`src/rtl/fetch_pkg.sv`:
```
// Shared definitions for the instruction fetch unit: FSM encoding,
// the sequential PC step and the default reset PC.
package fetch_pkg;

  typedef enum logic [1:0] {
    ST_IDLE    = 2'd0,
    ST_REQ     = 2'd1,
    ST_DISCARD = 2'd2
  } state_t;

  localparam logic [31:0] PC_INCR_WORD     = 32'd4;
  localparam logic [31:0] RESET_PC_DEFAULT = 32'h0000_0000;

  function automatic logic [31:0] word_align(input logic [31:0] addr);
    return {addr[31:2], 2'b00};
  endfunction

endpackage

```
`src/rtl/fetch_fifo.sv`:
```
// Instruction buffer between the memory port and decode.
// Entries are {pc, data}; the head is readable combinationally.
module fetch_fifo #(
  parameter  int FIFO_DEPTH = 2,
  localparam int AW         = $clog2(FIFO_DEPTH),
  localparam int CW         = AW + 1
) (
  input  logic          I_clk,
  input  logic          I_rst,
  input  logic          I_flush,
  input  logic          I_push,
  input  logic [63:0]   I_push_data,
  input  logic          I_pop,
  output logic          O_full,
  output logic          O_empty,
  output logic [CW-1:0] O_count,
  output logic [63:0]   O_head
);

  logic [63:0]   r_mem [FIFO_DEPTH];
  logic [AW-1:0] r_wr_ptr;
  logic [AW-1:0] r_rd_ptr;
  logic [CW-1:0] r_count;
  logic          w_wr_en;

  assign w_wr_en = I_push && !I_flush;

  // Storage carries no reset: validity is tracked by the count alone.
  always_ff @(posedge I_clk) begin
    if (w_wr_en) r_mem[r_wr_ptr] <= I_push_data;
  end

  always_ff @(posedge I_clk) begin
    if (I_rst || I_flush) begin
      r_wr_ptr <= '0;
      r_rd_ptr <= '0;
      r_count  <= '0;
    end else begin
      if (I_push) r_wr_ptr <= r_wr_ptr + AW'(1);
      if (I_pop)  r_rd_ptr <= r_rd_ptr + AW'(1);
      case ({I_push, I_pop})
        2'b10:   r_count <= r_count + CW'(1);
        2'b01:   r_count <= r_count - CW'(1);
        default: r_count <= r_count;
      endcase
    end
  end

  assign O_count = r_count;
  assign O_full  = (r_count == CW'(FIFO_DEPTH));
  assign O_empty = (r_count == '0);
  assign O_head  = r_mem[r_rd_ptr];

endmodule

```
`src/rtl/fetch.sv`:
```
// Instruction fetch unit: owns the fetch PC, issues single-outstanding word
// reads, buffers returned words and hands them to decode with valid/ready.
module fetch
  import fetch_pkg::*;
#(
  parameter logic [31:0] RESET_PC   = RESET_PC_DEFAULT,
  parameter int          FIFO_DEPTH = 2
) (
  input  logic        I_clk,
  input  logic        I_rst,
  input  logic [31:0] I_pcincr,
  input  logic        I_redirect,
  input  logic [31:0] I_target,
  output logic        O_mem_req,
  output logic [31:0] O_mem_addr,
  input  logic        I_mem_ack,
  input  logic [31:0] I_mem_data,
  output logic        O_valid,
  output logic [31:0] O_data,
  output logic [31:0] O_pc,
  input  logic        I_ready
);

  localparam int CW = $clog2(FIFO_DEPTH) + 1;

  state_t        r_state, w_state_next;
  logic [31:0]   r_fetch_pc, w_fetch_pc_next;
  logic [31:0]   r_pend_pc, w_pend_pc_next;

  logic          w_full, w_empty;
  logic [CW-1:0] w_count, w_count_after;
  logic [63:0]   w_head;
  logic [31:0]   w_head_pc, w_target;
  logic          w_pop, w_self_redir, w_redir, w_push, w_fifo_pop;

  fetch_fifo #(.FIFO_DEPTH(FIFO_DEPTH)) u_fifo (
    .I_clk       (I_clk),
    .I_rst       (I_rst),
    .I_flush     (w_redir),
    .I_push      (w_push),
    .I_push_data ({r_fetch_pc, I_mem_data}),
    .I_pop       (w_fifo_pop),
    .O_full      (w_full),
    .O_empty     (w_empty),
    .O_count     (w_count),
    .O_head      (w_head)
  );

  assign w_head_pc = w_head[63:32];
  assign O_valid   = !w_empty;
  assign O_data    = w_empty ? 32'h0 : w_head[31:0];
  assign O_pc      = w_empty ? r_fetch_pc : w_head_pc;
  assign O_mem_req  = (r_state != ST_IDLE);
  assign O_mem_addr = word_align(r_fetch_pc);

  // A pop with a non-word step is a redirect to the halfword it names.
  assign w_pop        = O_valid && I_ready;
  assign w_self_redir = w_pop && (I_pcincr != PC_INCR_WORD);
  assign w_redir      = I_redirect || w_self_redir;
  assign w_target     = I_redirect ? I_target : (w_head_pc + I_pcincr);
  assign w_push       = (r_state == ST_REQ) && I_mem_ack && !w_redir;
  assign w_fifo_pop   = w_pop && !w_redir;

  always_comb begin
    w_count_after = w_count;
    if (w_push)     w_count_after = w_count_after + CW'(1);
    if (w_fifo_pop) w_count_after = w_count_after - CW'(1);
  end

  always_comb begin
    w_state_next    = r_state;
    w_fetch_pc_next = r_fetch_pc;
    w_pend_pc_next  = r_pend_pc;
    case (r_state)
      ST_IDLE: begin
        if (w_redir) begin
          w_state_next    = ST_REQ;
          w_fetch_pc_next = w_target;
        end else if (!w_full) begin
          w_state_next = ST_REQ;
        end
      end
      ST_REQ: begin
        if (I_mem_ack && w_redir) begin
          w_state_next    = ST_REQ;
          w_fetch_pc_next = w_target;
        end else if (I_mem_ack) begin
          w_fetch_pc_next = r_fetch_pc + PC_INCR_WORD;
          w_state_next    = (w_count_after < CW'(FIFO_DEPTH)) ? ST_REQ : ST_IDLE;
        end else if (w_redir) begin
          // The old request must stay on the bus until memory accepts it.
          w_state_next   = ST_DISCARD;
          w_pend_pc_next = w_target;
        end
      end
      ST_DISCARD: begin
        if (I_mem_ack) begin
          w_state_next    = ST_REQ;
          w_fetch_pc_next = w_redir ? w_target : r_pend_pc;
        end else if (w_redir) begin
          w_pend_pc_next = w_target;
        end
      end
      default: w_state_next = ST_IDLE;
    endcase
  end

  always_ff @(posedge I_clk) begin
    if (I_rst) begin
      r_state    <= ST_IDLE;
      r_fetch_pc <= RESET_PC;
      r_pend_pc  <= RESET_PC;
    end else begin
      r_state    <= w_state_next;
      r_fetch_pc <= w_fetch_pc_next;
      r_pend_pc  <= w_pend_pc_next;
    end
  end

endmodule

```
`config.mk`:
```
export PLATFORM = sky130hd
export DESIGN_NAME = fetch
export DESIGN_NICKNAME = d
export VERILOG_FILES = /design/src/rtl/fetch_pkg.sv /design/src/rtl/fetch_fifo.sv /design/src/rtl/fetch.sv
export SDC_FILE = /design/constraint.sdc
export NUM_CORES = 1
export LEC_CHECK = 0
export CAP_MARGIN = 20
export CORE_MARGIN = 1.5
export CORE_UTILIZATION = 49
export CTS_CLUSTER_SIZE = 24
export DETAILED_ROUTE_END_ITERATION = 10
export HOLD_SLACK_MARGIN = 0.15
export PLACE_DENSITY = 0.75
export SETUP_SLACK_MARGIN = 0.05
export SYNTH_ARGS = -nofsm -noshare
export SYNTH_HDL_FRONTEND = slang
export SYNTH_SLANG_ARGS = --single-unit
```
`constraint.sdc`:
```
create_clock -name I_clk -period 8.3 [get_ports I_clk]
set_clock_uncertainty 0.05 [all_clocks]
set_input_delay 2.49 -clock I_clk [delete_from_list [all_inputs] [get_ports I_clk]]
set_output_delay 2.49 -clock I_clk [all_outputs]
set_load 0.05 [all_outputs]
```
; ---- Word-level counts from Yosys, hierarchy flattened
; Memory sizes are Yosys's and may differ from the RTL's. A register that Yosys moved wholly into a read port is not among the register bits.
; Index checks and enable logic that the tools add are counted.
[totals]
register_bits = 70
ram_bits = 128
word_cells = 74
memories = 1
out_inout_bits = 98
in_bits = 101
[mem_list]
columns = name, depth, word_bits, rd, rd_clocked_by_memory_dff, write_ports, line
row1 = u_fifo.r_mem, 2, 64, 1, 1, 1, fetch_fifo.sv:20  ; logic [63:0] r_mem [FIFO_DEPTH];
[op_classes]
reduce_logical = 20
n_eq_ne = 12
n_lt_le_gt_ge = 1
mux = 27
n_addsub = 7
[op_table]
columns = operator, count
row1 = $mux 32, 10
row2 = $pmux 32 s3, 1
row3 = $pmux 32 s2, 1
row4 = $add 32x3->32 const B, 1
row5 = $add 32x32->32, 1
row6 = $ne 32x3->1 const B, 1
row7 = $mux 2, 8
row8 = $logic_and 1x1->1, 7
row9 = $eq 2x2->1 const B, 3
row10 = $ne 3x2->1 const B, 2
row11 = $pmux 2 s3, 1
row12 = $reduce_bool 2->1, 3
row13 = $mux 1, 5
row14 = $eq 2x1->1 const B, 2
row15 = $logic_not 2->1, 2
row16 = $ne 2x2->1 const B, 2
row17 = $ne 4x2->1 const B, 1
row18 = $pmux 2 s2, 1
row19 = $reduce_and 4->1, 1
row20 = $sub 2x1->2 const B, 2
row21 = $reduce_and 3->1, 1
row22 = $reduce_bool 3->1, 1
row23 = $add 1x1->1 const B, 2
row24 = $add 2x1->2 const B, 1
row25 = 5 further kinds, 7

; ---- Depth between registers and ports, before layout
[depth]
ltp_word = 15
depth_mapped = 14
depth_no_buf = 12

; ---- Hierarchy
; Synthesis repeated with hierarchy kept, for this count alone.
[unflattened]
cells_unflattened = 1194
area_unflattened_um2 = 11918.9
[by_module_without_submodules]
columns = mod, n_inst, area_each_um2, seq_area_each_um2, cells_per_inst
row1 = fetch, 1, 7104.3, 1321.3, 973
row2 = fetch_fifo, 1, 4814.6, 3943.8, 221

; ---- Worst setup path after synthesis
; Ideal clock, no wire load.
[synth_path]
path_kind = input -> register
start = input port I_pcincr[29]
end = memory u_fifo.r_mem[0][0] (enable)
setup_time_ns = 0.486
t_required_ns = 7.764
t_arrival_ns = 6.581
slack_ns = 1.183
cell_stages = 8
n_path_buf = 2
cell_sequence = nor4b_1 nand4_1 o21a_1 buf_2 nor2_2 clkbuf_1 nand3_1 nor2_1
[synth_via]
elab_chain_len = 8
[synth_rtl]
columns = item, line
row1 = from (decl), fetch.sv:11  ; input logic [31:0] I_pcincr,
row2 = $ne 32x3->1 *, fetch.sv:58  ; assign w_self_redir = w_pop && (I_pcincr != PC_INCR_WORD);
row3 = $logic_and 1x1->1 *, fetch.sv:58
row4 = $logic_or 1x1->1 *, fetch.sv:59  ; assign w_redir = I_redirect || w_self_redir;
row5 = $logic_not 1->1 *, "fetch_fifo.sv:26, fetch.sv:61"
row6 = $logic_and 1x1->1, fetch.sv:61  ; assign w_push = (r_state == ST_REQ) && I_mem_ack && !w_redir;
row7 = $logic_and 1x1->1 *, fetch_fifo.sv:26  ; assign w_wr_en = I_push && !I_flush;
row8 = $mux 1 *, fetch_fifo.sv:30  ; if (w_wr_en) r_mem[r_wr_ptr] <= I_push_data;
row9 = $mux 1 (implied by the code) *, fetch_fifo.sv:30
row10 = to (decl), fetch_fifo.sv:20
; Every way passes the cells marked *; elsewhere a longest branch is shown, timed or not.

; ---- Worst setup path after layout
[layout_path]
start = input port I_pcincr[4]
end = memory u_fifo.r_mem[0][38] (enable)
; The elaborated chain is that of the path after synthesis.

==> impl_results.html <==
<table>
<tr><th>Metric</th><th>Value</th></tr>
<tr><th colspan="2">Run status</th></tr>
<tr><td>Run status</td><td>finished, final reports clean</td></tr>
<tr><th colspan="2">Power and ir drop</th></tr>
<tr><td>Max VDD drop</td><td>0.000119 V</td></tr>
<tr><td>Leakage dissipation</td><td>4.85 nW</td></tr>
<tr><td>Pwr/cell area</td><td>219 nW/µm²</td></tr>
<tr><th colspan="2">Placed design</th></tr>
<tr><td>Final Wtd Congestion</td><td>0.893</td></tr>
<tr><td>Total of buffers placed on input and output ports</td><td>196</td></tr>
<tr><td>Minimum setup slack after placement</td><td>1.62 ns</td></tr>
<tr><td>Placed wire-length estimate after detailed placement</td><td>23100 µm</td></tr>
<tr><td>Post-detailed-placement cell area</td><td>13400 µm²</td></tr>
<tr><th colspan="2">GRT</th></tr>
<tr><td>Maximum number of pins on one net before global-route repair</td><td>65</td></tr>
<tr><td>Initial antenna violation count</td><td>0</td></tr>
<tr><td>Overflow after GRT</td><td>0</td></tr>
<tr><td>Overall Global Routing Usage</td><td>0.270</td></tr>
<tr><td>First-pass GRT wire length</td><td>50400 µm</td></tr>
<tr><td>Vias in the first global route</td><td>9146</td></tr>
<tr><th colspan="2">Timing</th></tr>
<tr><td>Relative slew margins</td><td>0.201</td></tr>
<tr><td>Max frequency</td><td>158 MHz</td></tr>
<tr><td>Transition time of the tightest slew-check pin</td><td>1.19 ns</td></tr>
<tr><td>Total negative setup slack</td><td>0 ns</td></tr>
<tr><td>Number of failing hold endpoints at the final stage</td><td>0</td></tr>
<tr><td>Final setup violating endpoints</td><td>0</td></tr>
<tr><td>Min setup slack post-route</td><td>1.97 ns</td></tr>
<tr><td>Final period util</td><td>0.763</td></tr>
<tr><td>Final count of pins violating max slew</td><td>0</td></tr>
<tr><td>Setup repair after global routing missed its margin</td><td>no</td></tr>
<tr><td>Final worst path period need</td><td>6.33 ns</td></tr>
<tr><th colspan="2">Setup path</th></tr>
<tr><td>Worst setup path startpoint</td><td>I_pcincr[4]</td></tr>
<tr><td>Category of the worst setup path launch point</td><td>primary input</td></tr>
<tr><td>Terminus of the critical flop-to-flop path</td><td>r_fetch_pc[30]</td></tr>
<tr><td>Category of the critical setup timing path</td><td>in2reg</td></tr>
<tr><td>Arr. time, crit path</td><td>6.41 ns</td></tr>
<tr><td>Crit path to</td><td>u_fifo.r_mem[0][38]</td></tr>
<tr><td>List of cells traversed by the critical path</td><td>clkdlybuf4s50_1 &gt; nor4_1 &gt; nand4_1 &gt; o21a_1 &gt; nor2_2 &gt; nand3_1 &gt; nor2_4 &gt; buf_12</td></tr>
<tr><td>Maximum single-stage delay on the critical path</td><td>0.68 ns</td></tr>
<tr><td>Depth of the worst register-to-register path</td><td>12</td></tr>
<tr><td>Setup crit end kind</td><td>flip-flop</td></tr>
<tr><td>Required time of the critical path</td><td>8.38 ns</td></tr>
<tr><td>Slack of the worst reg-to-reg path</td><td>3.75 ns</td></tr>
<tr><td>Biggest fanout along the worst timing path</td><td>45</td></tr>
<tr><td>Cell with the largest stage delay on the worst path</td><td>nor2_2</td></tr>
<tr><th colspan="2">Yosys</th></tr>
<tr><td>Synthesized flop and latch total</td><td>199</td></tr>
<tr><td>Number of instances in the synthesized netlist</td><td>1152</td></tr>
<tr><td>Number of synthesized flops with an enable pin</td><td>128</td></tr>
<tr><td>Average instance area after synthesis</td><td>9.98 µm²</td></tr>
<tr><td>Area of the mapped netlist</td><td>11500 µm²</td></tr>
<tr><td>Share of synthesized registers carrying an async set or reset</td><td>0</td></tr>
<tr><td>Synth warn</td><td>0</td></tr>
<tr><td>Count of unique library cells instantiated by Yosys</td><td>74</td></tr>
<tr><td>Primary FF master, synth</td><td>edfxtp_1</td></tr>
<tr><td>Register area share after synthesis</td><td>0.458</td></tr>
<tr><th colspan="2">Clocking</th></tr>
<tr><td>Sink Count</td><td>199</td></tr>
<tr><td>Deepest level of the CTS H-tree</td><td>4</td></tr>
<tr><td>Post-CTS setup buffer count</td><td>0</td></tr>
<tr><td>CTS tree</td><td>yes</td></tr>
<tr><td>Hold bufs inserted after CTS</td><td>0</td></tr>
<tr><td>TritonCTS buffer count</td><td>17</td></tr>
<tr><td>Clock insertion delay at the later pin of the skew report</td><td>0.45 ns</td></tr>
<tr><td>Post-cts gate resize count</td><td>0</td></tr>
<tr><td>Clock Tree Root</td><td>clkbuf_16</td></tr>
<tr><td>Clock Path Buffers</td><td>2</td></tr>
<tr><td>Clock-pin transition on the worst setup and hold timing paths</td><td>0.08 ns</td></tr>
<tr><th colspan="2">Layout</th></tr>
<tr><td>Most common library cell in the layout ignoring fill and taps</td><td>clkdlybuf4s50_1</td></tr>
<tr><td>Total Nets Final</td><td>1419</td></tr>
<tr><td>Final cell area excluding filler cells</td><td>14000 µm²</td></tr>
<tr><td>Post-layout utilization of the core</td><td>0.615</td></tr>
<tr><td>Layout cells sized above 1</td><td>0.107</td></tr>
<tr><td>Final antenna diode count</td><td>0</td></tr>
<tr><td>Commonest non-fill, non-tap cells in the layout</td><td>clkdlybuf4s50_1, nor2_1, edfxtp_1</td></tr>
<tr><td>Fill cell total of the finished layout</td><td>1888</td></tr>
<tr><td>Area growth syn-to-layout</td><td>22.2%</td></tr>
<tr><th colspan="2">Run</th></tr>
<tr><td>Maximum Capacitance Violations</td><td>0</td></tr>
<tr><th colspan="2">Drt</th></tr>
<tr><td>DRC violation count after routing</td><td>0</td></tr>
<tr><td>Detailed router's first-iteration violation count</td><td>1088</td></tr>
<tr><td>Drt total wl</td><td>32900 µm</td></tr>
<tr><td>Antenna-violating nets left</td><td>0</td></tr>
<tr><td>Via/cell ratio</td><td>6.02</td></tr>
<tr><td>Via Count</td><td>9659</td></tr>
<tr><td>Drt first pass iters</td><td>6</td></tr>
<tr><td>Average wire length per cell after detail routing</td><td>20.5 µm</td></tr>
<tr><th colspan="2">Floorplan</th></tr>
<tr><td>Number of placement rows</td><td>55</td></tr>
<tr><td>Floorplan core area</td><td>22800 µm²</td></tr>
<tr><td>DIE AREA</td><td>24400 µm²</td></tr>
<tr><td>Die extent in x</td><td>156 µm</td></tr>
<tr><td>Number of ports placed on the die boundary</td><td>199</td></tr>
<tr><td>Chip height</td><td>156 µm</td></tr>
<tr><td>Initial Utilization</td><td>0.503</td></tr>
<tr><th colspan="2">Hold path</th></tr>
<tr><td>Worst min-delay path class</td><td>reg2reg</td></tr>
</table>
[report_power, final]
part	total [W]	switching [W]	internal, W
registers	0.00123	0.0000949	0.00113
logic	0.00101	0.000636	0.000371
clock network	0.000835	0.000428	0.000407
total	0.00307	0.00116	0.00191
[metal layers]
layer | part of all wire | GRT usage | wire length [µm]
met1 | 0.43 | 0.358 | 14300
met2 | 0.45 | 0.437 | 15000
met3 | 0.083 | 0.0569 | 2740
met4 | 0.027 | 0.0930 | 882
met5 | 0 | 0 | 0
[cells in the mapped netlist (all sizes together) (4+ instances only)]
| master | instances | area, µm² |
|---|---|---|
| a211oi | 32 | 240 |
| a21o | 15 | 113 |
| a21oi | 86 | 442 |
| a221oi | 9 | 85.1 |
| a22oi | 4 | 30.0 |
| a311oi | 15 | 131 |
| a31o | 4 | 35.0 |
| and2 | 7 | 43.8 |
| and3 | 11 | 68.8 |
| buf | 53 | 334 |
| clkbuf | 50 | 188 |
| dfxtp | 71 | 1420 |
| edfxtp | 128 | 3840 |
| ha | 39 | 488 |
| inv | 15 | 56.3 |
| mux2 | 64 | 721 |
| mux2i | 41 | 410 |
| nand2 | 80 | 300 |
| nand3 | 23 | 115 |
| nand4 | 13 | 81.3 |
| nor2 | 139 | 524 |
| nor3 | 29 | 150 |
| nor4 | 16 | 100 |
| o211ai | 5 | 37.5 |
| o21a | 5 | 37.5 |
| o21ai | 68 | 344 |
| o221a | 6 | 67.6 |
| o221ai | 6 | 52.6 |
| o22ai | 9 | 70.1 |
| o31a | 4 | 35.0 |
| o31ai | 4 | 35.0 |
| o32ai | 4 | 35.0 |
| xnor2 | 28 | 245 |
| xor2 | 23 | 201 |
[layout make-up]
type | count | area (µm²) | area share
multi-input cells | 835 | 5670 | 0.403
clock inverters | 15 | 174 | 0.0124
repair buffers | 209 | 2060 | 0.147
well taps | 313 | 392 | 0.0279
clock buffers | 17 | 425 | 0.0303
inverters | 16 | 60.1 | 0.00428
flip-flops and latches | 199 | 5270 | 0.375
[worst min path at each step]
stage	start	endpoint	slack, ns	depth (start not counted)
3_3_place_gp	r_pend_pc[2]	r_pend_pc[2]	0.39	2
4_1_cts	r_pend_pc[2]	r_pend_pc[2]	0.44	2
5_1_grt	r_pend_pc[2]	r_pend_pc[2]	0.46	2
2_1_floorplan	r_pend_pc[2]	r_pend_pc[2]	0.39	2
3_5_place_dp	r_pend_pc[2]	r_pend_pc[2]	0.41	2
6_report	r_pend_pc[2]	r_pend_pc[2]	0.44	2
[logic make-up after synthesis]
logic type	Yosys count	share of synthesized area
compound gates	306	0.180
xor+xnor	52	0.0408
fa+ha+maj	40	0.0442
buf+inv	119	0.0506
flops	199	0.458
mux	105	0.0984
other cells	1	0.000326
simple gates	330	0.128
[worst max-delay path: cells and delay by family]
kind                   cells  cell delay (ns)
buffers and inverters      2             0.80
AOI/OAI and AO/OA          1             0.51
and+or+nand+nor            5             2.55
[stage by stage]
stage	hold slack, ns	power [W]	instances
after global placement	0.393	0.00223	1571
after CTS	0.440	0.00307	1603
final	0.437	0.00307	1604
after global routing	0.457	0.00319	1604
after detailed placement	0.405	0.00224	1571
after floorplan	0.386	0.00194	1153
[registers in the layout, summed over array words and instances (netlist names), named ones only]
register and count:
u_fifo.r_wr_ptr 1, r_pend_pc 32, u_fifo.O_count 2, r_fetch_pc 32, r_state 2, u_fifo.r_rd_ptr 1, u_fifo.r_mem 128
(Power assumes the default switching activity.)
